--- src/rtl/mem_access_arbiter.sv ---
// Memory access arbiter: four executers, instruction fetch and two hyper fetch
// requesters share one downstream port through an IDLE/GRANT/WAIT handshake.
module mem_access_arbiter #(
  parameter int STARVE_LIMIT = 8
) (
  input  logic       main_clk,
  input  logic       reset,
  input  logic [3:0] req_exec,
  input  logic       req_ifetch,
  input  logic       req_hyper0,
  input  logic       req_hyper1,
  input  logic       void_hyper,
  input  logic       mem_ready,
  input  logic       mem_done,
  output logic       grant_valid,
  output logic [2:0] grant_id,
  output logic [3:0] ack_exec,
  output logic       ack_ifetch,
  output logic       ack_hyper0,
  output logic       ack_hyper1,
  output logic       hyper_abort,
  output logic       busy
);

  typedef enum logic [1:0] {
    S_IDLE  = 2'd0,
    S_GRANT = 2'd1,
    S_WAIT  = 2'd2
  } state_t;

  localparam logic [3:0] LIMIT     = 4'(STARVE_LIMIT);
  localparam logic [2:0] ID_IFETCH = 3'd4;
  localparam logic [2:0] ID_HYPER0 = 3'd5;
  localparam logic [2:0] ID_HYPER1 = 3'd6;

  state_t     r_state;
  logic       r_grant_valid;
  logic [2:0] r_grant_id;
  logic [6:0] r_ack;
  logic       r_abort;
  logic       r_busy;
  logic [1:0] r_rr_ptr;
  logic [3:0] r_starve;

  state_t     w_state_nx;
  logic       w_gv_nx;
  logic [2:0] w_id_nx;
  logic [6:0] w_ack_nx;
  logic       w_abort_nx;
  logic [1:0] w_rr_nx;
  logic [3:0] w_starve_nx;
  logic       w_exec_found;
  logic [1:0] w_exec_idx;
  logic [2:0] w_winner;
  logic       w_any_req;
  logic       w_pulse;
  logic       w_void_hit;

  assign w_any_req  = (|req_exec) | req_ifetch | req_hyper0 | req_hyper1;
  // The cycle carrying an ack/abort pulse is a dead cycle for arbitration.
  assign w_pulse    = (|r_ack) | r_abort;
  assign w_void_hit = void_hyper &&
                      ((r_grant_id == ID_HYPER0) || (r_grant_id == ID_HYPER1));

  // Round-robin search from r_rr_ptr upward; descending loop lets the
  // closest requester to the pointer win.
  always_comb begin
    w_exec_found = 1'b0;
    w_exec_idx   = r_rr_ptr;
    for (int i = 3; i >= 0; i--) begin
      if (req_exec[2'(r_rr_ptr + 2'(i))]) begin
        w_exec_found = 1'b1;
        w_exec_idx   = 2'(r_rr_ptr + 2'(i));
      end
    end
  end

  always_comb begin
    w_winner = ID_HYPER1;
    if (req_ifetch && (r_starve == LIMIT)) begin
      w_winner = ID_IFETCH;
    end else if (w_exec_found) begin
      w_winner = {1'b0, w_exec_idx};
    end else if (req_ifetch) begin
      w_winner = ID_IFETCH;
    end else if (req_hyper0) begin
      w_winner = ID_HYPER0;
    end
  end

  always_comb begin
    w_state_nx  = r_state;
    w_gv_nx     = r_grant_valid;
    w_id_nx     = r_grant_id;
    w_ack_nx    = 7'd0;
    w_abort_nx  = 1'b0;
    w_rr_nx     = r_rr_ptr;
    w_starve_nx = r_starve;
    case (r_state)
      S_IDLE: begin
        if (w_any_req && !w_pulse) begin
          w_state_nx = S_GRANT;
          w_gv_nx    = 1'b1;
          w_id_nx    = w_winner;
          if (w_winner == ID_IFETCH) begin
            w_starve_nx = 4'd0;
          end else if (!w_winner[2]) begin
            w_rr_nx = w_exec_idx + 2'd1;
            if (req_ifetch && (r_starve < LIMIT)) begin
              w_starve_nx = r_starve + 4'd1;
            end
          end
        end
      end
      S_GRANT: begin
        if (w_void_hit) begin
          w_state_nx = S_IDLE;
          w_gv_nx    = 1'b0;
          w_abort_nx = 1'b1;
        end else if (mem_ready) begin
          w_state_nx = S_WAIT;
          w_gv_nx    = 1'b0;
        end
      end
      S_WAIT: begin
        // A void wins over a completion arriving in the same cycle.
        if (w_void_hit) begin
          w_state_nx = S_IDLE;
          w_abort_nx = 1'b1;
        end else if (mem_done) begin
          w_state_nx = S_IDLE;
          w_ack_nx   = 7'b000_0001 << r_grant_id;
        end
      end
      default: begin
        w_state_nx = S_IDLE;
        w_gv_nx    = 1'b0;
      end
    endcase
  end

  always_ff @(posedge main_clk) begin
    if (reset) begin
      r_state       <= S_IDLE;
      r_grant_valid <= 1'b0;
      r_grant_id    <= 3'd0;
      r_ack         <= 7'd0;
      r_abort       <= 1'b0;
      r_busy        <= 1'b0;
      r_rr_ptr      <= 2'd0;
      r_starve      <= 4'd0;
    end else begin
      r_state       <= w_state_nx;
      r_grant_valid <= w_gv_nx;
      r_grant_id    <= w_id_nx;
      r_ack         <= w_ack_nx;
      r_abort       <= w_abort_nx;
      r_busy        <= (w_state_nx != S_IDLE);
      r_rr_ptr      <= w_rr_nx;
      r_starve      <= w_starve_nx;
    end
  end

  assign grant_valid = r_grant_valid;
  assign grant_id    = r_grant_id;
  assign ack_exec    = r_ack[3:0];
  assign ack_ifetch  = r_ack[4];
  assign ack_hyper0  = r_ack[5];
  assign ack_hyper1  = r_ack[6];
  assign hyper_abort = r_abort;
  assign busy        = r_busy;

endmodule

--- config.mk ---
export PLATFORM = sky130hd
export DESIGN_NAME = mem_access_arbiter
export DESIGN_NICKNAME = d
export VERILOG_FILES = /design/src/rtl/mem_access_arbiter.sv
export SDC_FILE = /design/constraint.sdc
export NUM_CORES = 1
export LEC_CHECK = 0
export ABC_AREA = 1
export CAP_MARGIN = 20
export CORE_UTILIZATION = 42
export DETAILED_ROUTE_END_ITERATION = 8
export PLACE_DENSITY_LB_ADDON = 0.08
export SLEW_MARGIN = 20
export SYNTH_ARGS = -nofsm -noshare
export SYNTH_HDL_FRONTEND = slang
export SYNTH_SLANG_ARGS = --single-unit
--- constraint.sdc ---
create_clock -name main_clk -period 2.4 [get_ports main_clk]
set_clock_uncertainty 0.15 [all_clocks]
set_input_delay 0.72 -clock main_clk [delete_from_list [all_inputs] [get_ports main_clk]]
set_output_delay 0.72 -clock main_clk [all_outputs]
set_load 0.01 [all_outputs]
After elaboration in Yosys (flattened, before gate mapping)
Cells that the tools add are included.

Output and inout port bits: 13. Register bits after elaboration: 21. Logic and storage cells: 89. Bits of input ports: 12.

Shift-type cells: 1. Reduce and logical (&&, ||, !) cells: 18. Add/subtract/negate cells: 5. Mux-type cells: 34. Magnitude comparators: 5. Eq/ne operators: 9. Bitwise logic cells: 9.

Operators by type and width (count): 2-to-1 mux 2 bit (11); < comparator 2 x 3 -> 1 bit (second input constant) (4); 2-to-1 mux 1 bit (12); 2-to-1 mux 4 bit (3); == test 3 bit (second input constant) (3); binary-select mux 1 bit (select 2 bit) (4); AND reduction 4 bit (2); OR reduction 4 bit (2); OR reduction 7 bit (1); << shifter 1 x 3 -> 7 bit (first input constant) (1); 2-to-1 mux 3 bit (2); one-hot mux 2 bit (3 select lines) (1); inverter 1 bit (5); adder 2 x 1 -> 2 bit (second input constant) (2); adder 2 bit (second input constant) (2); adder 4 x 1 -> 4 bit (second input constant) (1); == test 4 bit (second input constant) (1); logical AND 1 bit (4); < comparator 4 bit (second input constant) (1); bitwise OR 1 bit (4); nonzero test 2 bit (2); OR reduction 2 bit (2); inequality test 3 bit (second input constant) (1); one-hot mux 1 bit (3 select lines) (1); other kinds (9) (9).

Logic depth before layout (Yosys ltp)
Word-level depth: 12. Gate-level depth with buffers: 14. Gate-level depth less buffers: 14.

Least setup slack after synthesis
Ideal clock, no wire load.

Path type: input -> register. From: in req_exec[0]. To: reg r_starve[0]. Path slack: 0.527 ns. Buffers on the path: 0. Data arrival time: 1.603 ns. Stages: 6. Path through: nor4_4 inv_2 o22ai_1 nor2_4 o21ai_0 a21oi_1.

Word-level cells in the longest chain between the ends: 11.

RTL lines: start: declaration (line 8) `input logic [3:0] req_exec,`; binary-select mux 1 bit (select 2 bit) (line 71) `if (req_exec[2'(r_rr_ptr + 2'(i))]) begin`; 2-to-1 mux 1 bit (implied by the code) (line 71); 2-to-1 mux 2 bit / 2-to-1 mux 1 bit (equally long branches) (4 in series) (line 71); 2-to-1 mux 3 bit (line 82) `end else if (w_exec_found) begin`; 2-to-1 mux 3 bit (line 80) `if (req_ifetch && (r_starve == LIMIT)) begin`; == test 3 bit (line 105) `if (w_winner == ID_IFETCH) begin`; inequality test 2 x 1 -> 1 bit (no line) / nonzero test 2 bit (equally long branches); AND reduction 4 bit (no line); end signal: assignment (line 160) `r_starve <= w_starve_nx;`; end: declaration (line 43) `logic [3:0] r_starve;`.

Parallel ways exist; a longest one is shown, timed or not. The select of a mux whose other input is x is not followed. A chain may end at the register's enable or synchronous reset.

Worst setup path in the final report
From: reg r_grant_id[1] (netlist: grant_id[1]). To: out grant_id[1].

RTL lines: start: declaration (line 38) `logic [2:0] r_grant_id;`; start signal: assignment (line 155) `r_grant_id <= w_id_nx;`; end: declaration (line 16) `output logic [2:0] grant_id,`.

No word-level cell between the ends.

==> flow_summary.ini <==
[worst_setup_path]
reg2reg_depth = 14
critPathSlowestCell = clkdlybuf4s50_1
setup.worst_path.end_class = output port
critPathMaxStageDelay_ps = 580
crit_buf_inv = 1
worstSetupPathType = flop to output port
critical_path_depth = 1
rrSetupSlack_ps = 610
path_delay_family = buffers and inverters
cp_max_fo = 7
required_ps = 1530
cp-start-kind = flop
startpoint = grant_id[1]
arrival_ps = 1350
path_cells = clkdlybuf4s50_1
reg2reg_from = r_rr_ptr[0]
worstReg2RegEnd = r_starve[0]
crit_end = grant_id[1]

[min_path]
hp-class = flop to flop

[logic_synthesis]
synth_most_common_cell = nand2_1
ys_ff_latch = 21
synth_top_flop_cell = dfxtp_1
synth_edf_count = 0
synthMuxAreaShare_pct = 0
yosys.area.top_type = dfxtp_1
syn_inst = 178
syn_nets = 196
synth_xor_xnor_area_share_pct = 1.43
synth_top_family_by_area = simple AND/OR/NAND/NOR gates
synth_commonest_cells = nand2_1 (40), inv_1 (28), dfxtp_1 (21)
syn_area_sq_um = 1220
yosysSeqAreaShare_pct = 34.3
synth_area_leaders = dfxtp_1 (34%), nand2_1 (12%), inv_1 (8.6%), nand3_1 (6.5%), ha_1 (6.1%)
synthAdderAreaFrac_pct = 6.13
ys_types = 26
synth-simple-area-share_pct = 36.6
yosys_warnings = 0
synth_compound_area_share_pct = 10.5
async_flop_share_pct = 0
avgSynthCellArea_sq_um = 6.88
synth_top_area_share_pct = 34.3

[finish]
diodes = 0
regArea_sq_um = 420
area_growth_pct = 29.3
multi_input_area_sq_um = 669
fin_nets = 232
fill_cells = 278
final_area_sq_um = 1580
final_layout_size_suffix_gt1_share_pct = 13.1

[sta]
hold_violations = 0
slew_viol_final = 0
period_minus_slack_ps = 2220
setup_viol = 0
max_clock_freq_mhz = 450
tightestPinTransition_ps = 299
rsz0062_at_grt = no
fin_ws_ps = 178
slew_headroom_pct = 79.9
post-route-period-util_pct = 92.6

[grt]
grt_start_max_net_pins = 13
antenna_found_initial = 0
grt_pass1_wl_um = 4510
track_usage_pct = 18.1
overflow = 0
grt_pass1_vias = 1108

[clocking]
path_clk_slew_ps = 120
numCtsBuffers = 3
numClockSinks = 21
cts_resized = 0
ctsHoldBuffers = 0
insertion_delay_ps = 310
cts_root_buf = clkbuf_4
htreeDepth = 1
cts_tree = yes
cts_buffer_depth = 2
post-cts-setup-buffer-count = 0

[drt]
drtPass1Iterations = 4
wl_um = 2550
drt_iter0_markers = 29
drc = 0
via_count = 1205
drtAntennaViolNets = 0
via_per_inst = 4.94
wire_per_inst_um = 10.4

[place]
place_hpwl_um = 2070
port_buffers = 24
pre_cts_slack_ps = -133
gp_congestion = 0.827
place_area_sq_um = 1560

[pwr]
peakVddDrop_uv = 634
power_leakage_nw = 0.782
power.density_nw_per_um2 = 938

[outcome]
status = complete, no violations

[flow_run]
drv_cap = 0

[die]
io_pins = 25
initial_utilization_pct = 44.4
die_x_um = 56.0
fp.dieH_um = 56.0
die-area_sq_um = 3140
core_area_sq_um = 2760
rows = 19
## worst min-delay path by stage
stage,start,to,slack [ps],depth (start not counted)
floorplan,grant_valid,grant_valid,320,2
global placement,grant_valid,grant_valid,290,2
detailed placement,grant_valid,grant_valid,300,2
CTS,grant_valid,grant_valid,320,2
global route,grant_valid,grant_valid,350,2
finish,grant_valid,grant_valid,310,2
## tightest hold or removal path: cells and delay by family, from the launching register on
| family | cells | cell delay (ps) |
|---|---|---|
| AOI/OAI and AO/OA | 1 | 50 |
| DFF | 1 | 330 |
| buffers and inverters | 1 | 50 |
## power by group
part	internal, mW	total (mW)	switching, mW
logic	0.355	0.803	0.448
registers	0.420	0.504	0.0840
clock network	0.0623	0.179	0.116
## kinds of logic after synthesis
kind of cell | count (synthesis)
DFF | 21
buffers and inverters | 34
adders and majority gates | 6
and+or+nand+nor | 91
xor gates and xnor gates | 2
AOI/OAI and AO/OA | 24
## flip-flops by register name, summed over array words and instances, names as in the netlist
name / flops
r_ack: 7
grant_id: 3
r_rr_ptr: 2
hyper_abort: 1
r_state: 2
busy: 1
r_starve: 4
grant_valid: 1
## stage by stage
| stage | util [%] | TNS, ps | instances | total power [mW] | hold slack (ps) |
|---|---|---|---|---|---|
| 3_3_place_gp | 56.4 | -647 | 240 | 1.30 | 287 |
| 4_1_cts | 57.4 | 0 | 244 | 1.50 | 320 |
| 2_1_floorplan | - | 0 | 178 | 1.05 | 318 |
| 5_1_grt | 57.4 | 0 | 244 | 1.62 | 353 |
| 3_5_place_dp | 56.4 | -931 | 240 | 1.31 | 296 |
| 6_report | 57.4 | 0 | 244 | 1.49 | 313 |
## cells in the final DEF (no fill, tap or decap), types with 2 or more instances in the layout
master	count
nand4_1	3
inv_1	28
clkdlybuf4s50_1	24
nand2_2	6
nand3_1	16
ha_1	6
nand3_2	3
dfxtp_1	21
nand2_1	40
xor2_1	2
nor2_1	10
o21ai_0	11
buf_4	9
nor4_1	2
nor3_1	7
inv_2	4
a21oi_1	8
clkbuf_4	3
## per-layer routing
layer,track usage (%),vias to the layer above,routed length (um)
li1,-,641,-
met1,22.1,537,1220
met2,30.6,23,1190
met3,3.49,4,89
met4,8.36,0,48
met5,0,-,0
## layout make-up
cell class | instances | share of cell area, %
clock inverter | 1 | 0.316
clock buffer | 3 | 1.42
timing repair buffer | 33 | 19.4
inverter | 32 | 7.58
multi-input combinational | 123 | 42.3
tap | 31 | 2.45
sequential | 21 | 26.5
(Power assumes the default switching activity.)
